===== src/rtl/mult_arb_pkg.sv =====
// Shared types and helpers for the multiplier-sharing arbiter.
package mult_arb_pkg;

    typedef enum logic [1:0] {
        IDLE  = 2'd0,
        ISSUE = 2'd1,
        WAIT  = 2'd2,
        RESP  = 2'd3
    } arb_state_e;

    localparam int unsigned TMO_CNT_W = 8;

    // Width needed to encode n requester ids; never less than one bit.
    function automatic int unsigned id_width(input int unsigned n);
        int unsigned w;
        w = 1;
        while ((32'd1 << w) < n) begin
            w = w + 1;
        end
        return w;
    endfunction

endpackage


===== src/rtl/rr_arbiter.sv =====
// Combinational round-robin picker: first requester at or after ptr+1 wins.
module rr_arbiter
    import mult_arb_pkg::*;
#(
    parameter int unsigned NREQ = 2,
    parameter int unsigned ID_W = id_width(NREQ)
) (
    input  logic [NREQ-1:0] req_i,
    input  logic [ID_W-1:0] ptr_i,
    input  logic            en_i,
    output logic [NREQ-1:0] gnt_o,
    output logic [ID_W-1:0] idx_o,
    output logic            any_o
);

    logic            hit_c;
    logic [ID_W-1:0] cand_c;

    always_comb begin
        gnt_o  = '0;
        idx_o  = '0;
        hit_c  = 1'b0;
        cand_c = '0;
        for (int unsigned k = 1; k <= NREQ; k++) begin
            cand_c = ID_W'((32'(ptr_i) + k) % NREQ);
            if (en_i && !hit_c && req_i[cand_c]) begin
                hit_c         = 1'b1;
                gnt_o[cand_c] = 1'b1;
                idx_o         = cand_c;
            end
        end
    end

    assign any_o = hit_c;

endmodule


===== src/rtl/mult_arbiter.sv =====
// Shares one sequential multiplier between NREQ requesters with round-robin grant.
// Optional WAIT timeout (resp_err) enabled by defining MULT_ARB_TIMEOUT_EN.
module mult_arbiter
    import mult_arb_pkg::*;
#(
    parameter int unsigned WIDTH   = 4,
    parameter int unsigned NREQ    = 2,
    parameter int unsigned ID_W    = id_width(NREQ),
    parameter int unsigned TIMEOUT = 2 * WIDTH + 4
) (
    input  logic                  clk,
    input  logic                  reset,
    input  logic [NREQ-1:0]       req_valid,
    input  logic [NREQ*WIDTH-1:0] req_a,
    input  logic [NREQ*WIDTH-1:0] req_b,
    input  logic [NREQ-1:0]       req_signed,
    output logic [NREQ-1:0]       req_ack,
    output logic                  resp_valid,
    output logic [ID_W-1:0]       resp_id,
    output logic [2*WIDTH-1:0]    resp_product,
    output logic                  resp_err,
    output logic                  busy,
    output logic                  mult_start,
    output logic                  mult_signed,
    output logic [WIDTH-1:0]      mult_src_a,
    output logic [WIDTH-1:0]      mult_src_b,
    input  logic                  mult_ready,
    input  logic                  mult_done,
    input  logic [2*WIDTH-1:0]    mult_product
);

    localparam int unsigned PW = 2 * WIDTH;

    arb_state_e      state_q, state_d;
    logic [ID_W-1:0] ptr_q, ptr_d;
    logic [ID_W-1:0] id_q, id_d;
    logic [WIDTH-1:0] a_q, a_d;
    logic [WIDTH-1:0] b_q, b_d;
    logic            sgn_q, sgn_d;
    logic [PW-1:0]   prod_q, prod_d;
    logic            start_q, resp_valid_q, busy_q;

    logic            arb_en_c;
    logic [NREQ-1:0] gnt_c;
    logic [ID_W-1:0] gnt_idx_c;
    logic            gnt_any_c;
    logic [WIDTH-1:0] sel_a_c, sel_b_c;
    logic            sel_s_c;
    logic            tmo_hit_c;

    // Grants only from IDLE with a ready multiplier; reset masks the ack.
    assign arb_en_c = (state_q == IDLE) && mult_ready && !reset;

    rr_arbiter #(
        .NREQ (NREQ),
        .ID_W (ID_W)
    ) u_rr (
        .req_i (req_valid),
        .ptr_i (ptr_q),
        .en_i  (arb_en_c),
        .gnt_o (gnt_c),
        .idx_o (gnt_idx_c),
        .any_o (gnt_any_c)
    );

    // One-hot operand mux of the granted requester.
    always_comb begin
        sel_a_c = '0;
        sel_b_c = '0;
        sel_s_c = 1'b0;
        for (int unsigned i = 0; i < NREQ; i++) begin
            if (gnt_c[i]) begin
                sel_a_c = req_a[i*WIDTH +: WIDTH];
                sel_b_c = req_b[i*WIDTH +: WIDTH];
                sel_s_c = req_signed[i];
            end
        end
    end

`ifdef MULT_ARB_TIMEOUT_EN
    localparam logic [TMO_CNT_W-1:0] TMO_LAST = TMO_CNT_W'(TIMEOUT - 1);

    logic [TMO_CNT_W-1:0] tmo_q, tmo_d;
    logic                 err_q, err_d;

    assign tmo_hit_c = (state_q == WAIT) && !mult_done && (tmo_q == TMO_LAST);

    // Counts WAIT cycles; cleared in ISSUE so it starts at zero on WAIT entry.
    always_comb begin
        tmo_d = tmo_q;
        err_d = err_q;
        if (state_q == ISSUE) begin
            tmo_d = '0;
        end else if (state_q == WAIT) begin
            if (mult_done) begin
                err_d = 1'b0;
            end else if (tmo_hit_c) begin
                err_d = 1'b1;
            end else begin
                tmo_d = tmo_q + TMO_CNT_W'(1);
            end
        end
    end

    always_ff @(posedge clk or posedge reset) begin
        if (reset) begin
            tmo_q <= '0;
            err_q <= 1'b0;
        end else begin
            tmo_q <= tmo_d;
            err_q <= err_d;
        end
    end

    assign resp_err = err_q;
`else
    logic [31:0] unused_timeout;

    assign unused_timeout = 32'(TIMEOUT);
    assign tmo_hit_c      = 1'b0;
    assign resp_err       = 1'b0;
`endif

    always_comb begin
        state_d = state_q;
        ptr_d   = ptr_q;
        id_d    = id_q;
        a_d     = a_q;
        b_d     = b_q;
        sgn_d   = sgn_q;
        prod_d  = prod_q;
        case (state_q)
            IDLE: begin
                if (gnt_any_c) begin
                    ptr_d   = gnt_idx_c;
                    id_d    = gnt_idx_c;
                    a_d     = sel_a_c;
                    b_d     = sel_b_c;
                    sgn_d   = sel_s_c;
                    state_d = ISSUE;
                end
            end
            ISSUE: state_d = WAIT;
            WAIT: begin
                // done here is fresh: the multiplier consumed start at the ISSUE edge.
                if (mult_done) begin
                    prod_d  = mult_product;
                    state_d = RESP;
                end else if (tmo_hit_c) begin
                    prod_d  = '0;
                    state_d = RESP;
                end
            end
            RESP:    state_d = IDLE;
            default: state_d = IDLE;
        endcase
    end

    always_ff @(posedge clk or posedge reset) begin
        if (reset) begin
            state_q      <= IDLE;
            ptr_q        <= ID_W'(NREQ - 1);
            id_q         <= '0;
            a_q          <= '0;
            b_q          <= '0;
            sgn_q        <= 1'b0;
            prod_q       <= '0;
            start_q      <= 1'b0;
            resp_valid_q <= 1'b0;
            busy_q       <= 1'b0;
        end else begin
            state_q      <= state_d;
            ptr_q        <= ptr_d;
            id_q         <= id_d;
            a_q          <= a_d;
            b_q          <= b_d;
            sgn_q        <= sgn_d;
            prod_q       <= prod_d;
            start_q      <= (state_d == ISSUE);
            resp_valid_q <= (state_d == RESP);
            busy_q       <= (state_d != IDLE);
        end
    end

    assign req_ack      = gnt_c;
    assign resp_valid   = resp_valid_q;
    assign resp_id      = id_q;
    assign resp_product = prod_q;
    assign busy         = busy_q;
    assign mult_start   = start_q;
    assign mult_signed  = sgn_q;
    assign mult_src_a   = a_q;
    assign mult_src_b   = b_q;

endmodule


===== config.mk =====
export PLATFORM = sky130hd
export DESIGN_NAME = mult_arbiter
export DESIGN_NICKNAME = d
export VERILOG_FILES = /design/src/rtl/mult_arb_pkg.sv /design/src/rtl/rr_arbiter.sv /design/src/rtl/mult_arbiter.sv
export SDC_FILE = /design/constraint.sdc
export NUM_CORES = 1
export LEC_CHECK = 0
export CORE_MARGIN = 4
export CORE_UTILIZATION = 35
export CTS_CLUSTER_DIAMETER = 40
export DETAILED_ROUTE_END_ITERATION = 16
export PLACE_DENSITY = 0.7
export SKIP_LAST_GASP = 1
export SLEW_MARGIN = 20
export SYNTH_ARGS = -nofsm -noshare
export SYNTH_HDL_FRONTEND = slang
export SYNTH_HIERARCHICAL = 1
export SYNTH_SLANG_ARGS = --single-unit

===== constraint.sdc =====
create_clock -name clk -period 2 [get_ports clk]
set_clock_uncertainty 0.2 [all_clocks]
set_input_delay 0.2 -clock clk [delete_from_list [all_inputs] [get_ports clk]]
set_output_delay 0.2 -clock clk [all_outputs]
set_load 0.02 [all_outputs]

==> results of run 1 <==
==> registers in the layout (all words and copies together) (netlist names) <==
register,cells
busy,1
mult_signed,1
mult_src_a,4
mult_src_b,4
mult_start,1
ptr_q,1
resp_id,1
resp_product,8
resp_valid,1
state_q,2
==> metal layers <==
layer / part of all wire / GRT usage / vias up / wire length [microns]
met5: 0 / 0 / - / 0
met4: 0.017 / 0.06332 / 0 / 50
met3: 0.065 / 0.02773 / 7 / 189
met2: 0.51 / 0.2732 / 40 / 1499
met1: 0.40 / 0.1877 / 478 / 1174
li1: - / - / 487 / -
==> worst max-delay path: cells and delay by family, from the launching register on <==
kind                     cells  cell delay, ps
AO/OA/AOI/OAI                1             150
adder cells (fa/ha/maj)      1             170
flip-flops                   1             410
buffers and inverters        2             210
AND/OR/NAND/NOR              2             290
==> logic make-up after synthesis <==
family	Yosys count	synth area share
buffers and inverters	10	0.04671
AND/OR/NAND/NOR	26	0.1268
adder cells (fa/ha/maj)	3	0.03337
AO/OA/AOI/OAI	27	0.1390
other	1	0.003334
flip-flops	24	0.5350
multiplexers	11	0.1157
==> area by class of cell <==
class                           count  share of cell area
Clock buffer                        4             0.01978
Multi-Input combinational cell     68              0.2729
Tap cell                           44             0.03001
Sequential cell                    24              0.3281
Inverter                            4             0.01023
Timing Repair Buffer               65              0.3390
==> final timing paths <==
check | startpoint | to | slack, ps | cells past startpoint
hold reg to reg | resp_product[2] | resp_product[2] | 320 | 1
hold / removal | reset | mult_src_a[0] | 120 | 3
setup / recovery | state_q[1] | req_ack[1] | 50 | 6
setup reg to reg | state_q[1] | mult_src_a[1] | 140 | 8
min in group clk | req_signed[1] | mult_signed | 240 | 3
max in group asynchronous | reset | ptr_q | 1200 | 3
==> metrics by stage <==
step | utilization | power, mW | setup TNS, ps | instance area (sq um) | hold WS, ps
2_1_floorplan | - | 1.557 | 0 | 1161 | -119.6
3_3_place_gp | 0.5844 | 2.126 | -371.0 | 1784 | 288.0
3_5_place_dp | 0.5844 | 2.168 | -672.9 | 1784 | 291.5
4_1_cts | 0.5930 | 2.420 | 0 | 1810 | 129.8
5_1_grt | 0.6008 | 2.600 | -22.09 | 1834 | 140.4
6_report | 0.6008 | 2.418 | 0 | 1834 | 116.6
==> repair_timing <==
| item | CTS | global route |
|---|---|---|
| setup buffers | 0 | 1 |
| resized for setup | 8 | 5 |
| setup endpoints to repair | 2 | 2 |
| gates cloned | 0 | 0 |
==> placed cells by master, fill, tap and decap left out, drive strengths merged <==
cell,instances
a211oi,1
a21oi,15
a31oi,9
and2,1
and3,1
buf,13
clkbuf,4
clkdlybuf4s50,52
clkinvlp,1
conb,1
dfrtp,23
dfstp,1
ha,3
inv,3
mux2,10
mux2i,1
nand2,12
nand3b,9
nor2,2
nor3,1
o21a,1
o21ai,1
==> power by group <==
part / leakage [nW] / switching [mW] / internal (mW)
sequential: 0.292 / 0.117 / 0.709
combinational: 0.423 / 0.655 / 0.683
clock: 0.0210 / 0.144 / 0.111
total: 0.735 / 0.915 / 1.50
==> results.md, run 1 <==
- Area share of the largest cell type after synthesis: 0.5117
- CTS Root Cell: clkbuf_4
- Status: finished, final reports clean
- Hold Crit Class: in2async
- Syn_nets: 137
- Number of flops mapped to enable cells by yosys: 0
- Worst path max stage delay: 410 ps
- Synth area leaders: dfrtp_1 51%, mux2_2 9.0%, a21oi_1 6.7%
- Multi-input logic area: 500.5 sq um
- Final Hold Viols: 0
- DIE HEIGHT: 64.69 microns
- Count leader, synth: dfrtp_1
- Slew Viols, Final: 0
- Port buffer count: 54
- First-pass DRT Iterations: 4
- Cts hold-fix bufs: 0
- DR WL/cell: 13.94 microns
- Fillers: 289
- Vias in the first global route: 1106
- VDD IR max: 0.5305 mV
- Yosys reg bits: 24
- CP Capture Type: primary output
- RSZ-0062 raised after global routing: true
- All-Layer GR Usage: 0.1558
- Placed cell count: 204
- Maximum fanout along the worst path: 3
- Clock latency on the worst-skew pair: 310 ps
- Top cell type by total area after synthesis: dfrtp_1
- Die W: 64.69 microns
- Via count: 1012
- Final HPWL DP: 2.360 mm
- Die footprint: 4185 sq um
- # diodes: 0
- Achievable Freq: 512.1 MHz
- Core area: 3053 sq um
- MaxCap Viol Count: 0
- Routed WL: 2.913 mm
- Critical Path AT: 1550 ps
- DRC violations left: 0
- Syn. warnings: 6
- FF+latch area: 601.8 sq um
- Min Tclk post-route: 1953 ps
- Sequential area share after synthesis: 0.5350
- Crit path max-delay cell type: dfrtp_1
- Synth unique cells: 24
- Mean Syn Cell Area: 11.03 sq um
- Crit Path Category: reg2out
- Fin worst setup slack: 47.44 ps
- Remaining Overflow, GRT: 0
- Largest net degree at the start of global routing: 25
- Post-route insts no fill: 209
- Pleak: 0.7351 nW
- Final setup viols: 0
- Post-route ant nets: 0
- Layout cells sized above 1: 0.2303
- IO Pins: 56
- Initial Utilization: 0.3684
- Place WS: -223.8 ps
- First-pass GRT wire length: 5.175 mm
- Async set-reset flop share out of synthesis: 1.000
- Final period utilization: 0.9763
- Most common library cells after synthesis: 23 x dfrtp_1, 15 x a21oi_1, 11 x nand2_1
- WP data required: 1600 ps
- Predominant post-synthesis flop cell: dfrtp_1
- Initial antenna violation count: 0
- Worst-path clk slew: 130 ps
- CTS tree: built
- Final net count: 201
- Clock Tree Buf Depth: 2
- Pwr dens: 1318 nW/um^2
- Initial DRC Count: 11
- DR vias/cell: 4.842
- Core Rows: 20
- Num CTS Buffers: 3
- H-tree Lvls: 1
- RePlAce Congestion: 0.7463
- Num Clock Sinks: 24
- Startpoint Class: flop
- Synth Instances: 102
- Synth-to-Final Area Change: 63.07%
- Synthesized area: 1125 sq um
- Critical path, cell by cell: inv_1, ha_2, and3_4, nand2_1, a21oi_4, buf_6
Note: power is estimated with default switching activity, not from simulation.
==> run 2: changes to the inputs <==
--- a/config.mk
+++ b/config.mk
@@ -6,10 +6,11 @@
 export NUM_CORES = 1
 export LEC_CHECK = 0
 export CORE_MARGIN = 4
-export CORE_UTILIZATION = 35
+export CORE_UTILIZATION = 42
 export CTS_CLUSTER_DIAMETER = 40
 export DETAILED_ROUTE_END_ITERATION = 16
-export PLACE_DENSITY = 0.7
+export PLACE_DENSITY = 0.79
+export SETUP_SLACK_MARGIN = 0.2
 export SKIP_LAST_GASP = 1
 export SLEW_MARGIN = 20
 export SYNTH_ARGS = -nofsm -noshare
==> constraint.sdc (replaced) <==
create_clock -name clk -period 2.5 [get_ports clk]
set_clock_uncertainty 0.2 [all_clocks]
set_input_delay 0.25 -clock clk [delete_from_list [all_inputs] [get_ports clk]]
set_output_delay 0.25 -clock clk [all_outputs]
set_load 0.02 [all_outputs]
==> run 2 against run 1 <==
  * Flip-flop and latch count unchanged
  * Combinational power is 23% lower
  * Sequential share of layout area up 1.5 points
  * First-iteration DRC count is 140% higher
  * Global-route usage is 0.61 points higher
  * Sequential power down 21%
  * Power fell by 19%
  * Via count fell by 2.3%
  * Critical path depth did not move
  * Non-clock buffer count shrank 6
  * Critical path type unchanged
  * Critical endpoint is now req_ack[0]
==> results.md, run 2 (same netlist as run 1, synthesis figures left out) <==
- Postcts setup bufs: 0
- Clock Tree Buf Depth: 2
- DRC violations left: 0
- Core Rows: 18
- Initial antenna violation count: 0
- Largest net degree at the start of global routing: 25
- Fillers: 207
- Final net count: 195
- Startpoint Class: flop
- WP data required: 2050 ps
- Core area: 2522 sq um
- Die footprint: 3570 sq um
- First-pass GRT wire length: 4.333 mm
- Initial Utilization: 0.4459
- Via count: 989
- Die W: 59.75 microns
- Power Internal: 1.240 mW
- VDD IR max: 0.6625 mV
- Layout cells sized above 1: 0.1761
- Pwr dens: 1118 nW/um^2
- Total negative slack: 0 ps
- Num Clock Sinks: 24
- # diodes: 0
- Final Hold Viols: 0
- RR Startpoint: state_q[0]
- Critical Path AT: 1690 ps
- Num CTS Buffers: 3
- Pleak: 0.7114 nW
- Final setup viols: 0
- Initial DRC Count: 26
- Clock network fraction of design power: 0.142
- H-tree Lvls: 1
- RSZ-0062 raised after global routing: true
- Place WS: 217.1 ps
- Min Tclk post-route: 2140 ps
- Commonest non-fill, non-tap cell in the layout: clkdlybuf4s50_1
- Post-DP Area: 1710 sq um
- Vias in the first global route: 989
- Hold Crit Class: in2async
- Crit Path Category: reg2out
- Sequential share of power: 0.333
- Cts hold-fix bufs: 0
- Worst r2r dst: resp_id
- First-pass DRT Iterations: 4
- Clock latency on the worst-skew pair: 310 ps
- DR vias/cell: 5.233
- CTS Root Cell: clkbuf_4
- All-Layer GR Usage: 0.1619
- Fin worst setup slack: 360.4 ps
- DIE HEIGHT: 59.75 microns
- DR WL/cell: 14.41 microns
- Routed WL: 2.724 mm
- Multi-input logic area: 474.2 sq um
- Fin area: 1753 sq um
- Most frequent cells in the layout: 52 x clkdlybuf4s50_1, 23 x dfrtp_1, 14 x a21oi_1
- Reg2reg setup slack: 500 ps
- CTS tree: built
- Final period utilization: 0.8558
- CTS resizes: 3
- Status: finished, final reports clean
- Maximum fanout along the worst path: 6
- Net Switching: 720.0 uW
- Achievable Freq: 467.4 MHz
- FF+latch area: 601.8 sq um
- Synth-to-Final Area Change: 55.84%
- Post-route ant nets: 0
- MaxCap Viol Count: 0
- IO Pins: 56
- R2R depth: 6
- RePlAce Congestion: 0.7295
- CP Capture Type: primary output
- Port buffer count: 54
- Slew Viols, Final: 0
- Largest register FFs: 8
- Worst-path clk slew: 130 ps
- Switching portion of total power: 0.3673
- Remaining Overflow, GRT: 0
- Comb power frac: 0.524
- Final HPWL DP: 2.155 mm
[run 2: cell count changes in the layout (fill, tap and decap cells not counted), sizes merged]
cell / delta
buf: -8
clkbuf: +1
bufinv: +1
[run 2: layout make-up]
class / instances / area share
repair buffers: 59 / 0.3241
flip-flops and latches: 24 / 0.3433
inverters: 4 / 0.01071
clock buffers: 3 / 0.01285
multi-input cells: 68 / 0.2705
clock inverters: 1 / 0.01713
well taps: 30 / 0.02141
[run 2: worst max-delay path by stage]
stage | from | to | slack, ps | cells past startpoint
final | state_q[0] | req_ack[0] | 360 | 6
after global routing | state_q[0] | req_ack[0] | 190 | 6
after CTS | state_q[0] | req_ack[0] | 180 | 6
after detailed placement | reset | req_ack[0] | 220 | 6
after global placement | reset | req_ack[1] | 210 | 6
after floorplan | state_q[0] | mult_src_a[2] | 210 | 9
[run 2: through the flow]
stage,hold slack (ps),std cells,total power [mW],util
after detailed placement,297.1,185,1.707,0.6781
after global routing,188.7,189,2.102,0.6949
after floorplan,-69.62,102,1.230,-
after CTS,168.7,189,1.987,0.6984
final,163.1,189,1.960,0.6949
after global placement,286.6,185,1.663,0.6781
[run 2: per-layer routing]
layer,up-vias,global-route usage,share of wire
li1,471,-,-
met1,460,0.1921,0.40
met2,56,0.2778,0.47
met3,2,0.04536,0.12
met4,0,0.05696,0.0051
met5,-,0,0
[run 2: power groups by stage]
stage	Clock [mW]	Combinational, mW	Sequential (mW)
6_report	0.279	1.03	0.654
5_1_grt	0.303	1.12	0.677
4_1_cts	0.288	1.04	0.656
3_5_place_dp	0	1.04	0.664
3_3_place_gp	0	1.01	0.652
2_1_floorplan	0	0.379	0.851
[run 2: worst max-delay path, cell delays in order (launching register included)]
cell,delay (ps)
dfrtp_1,410
inv_1,170
ha_1,200
and3_1,190
nand2_1,60
a21oi_1,150
clkbuf_2,200
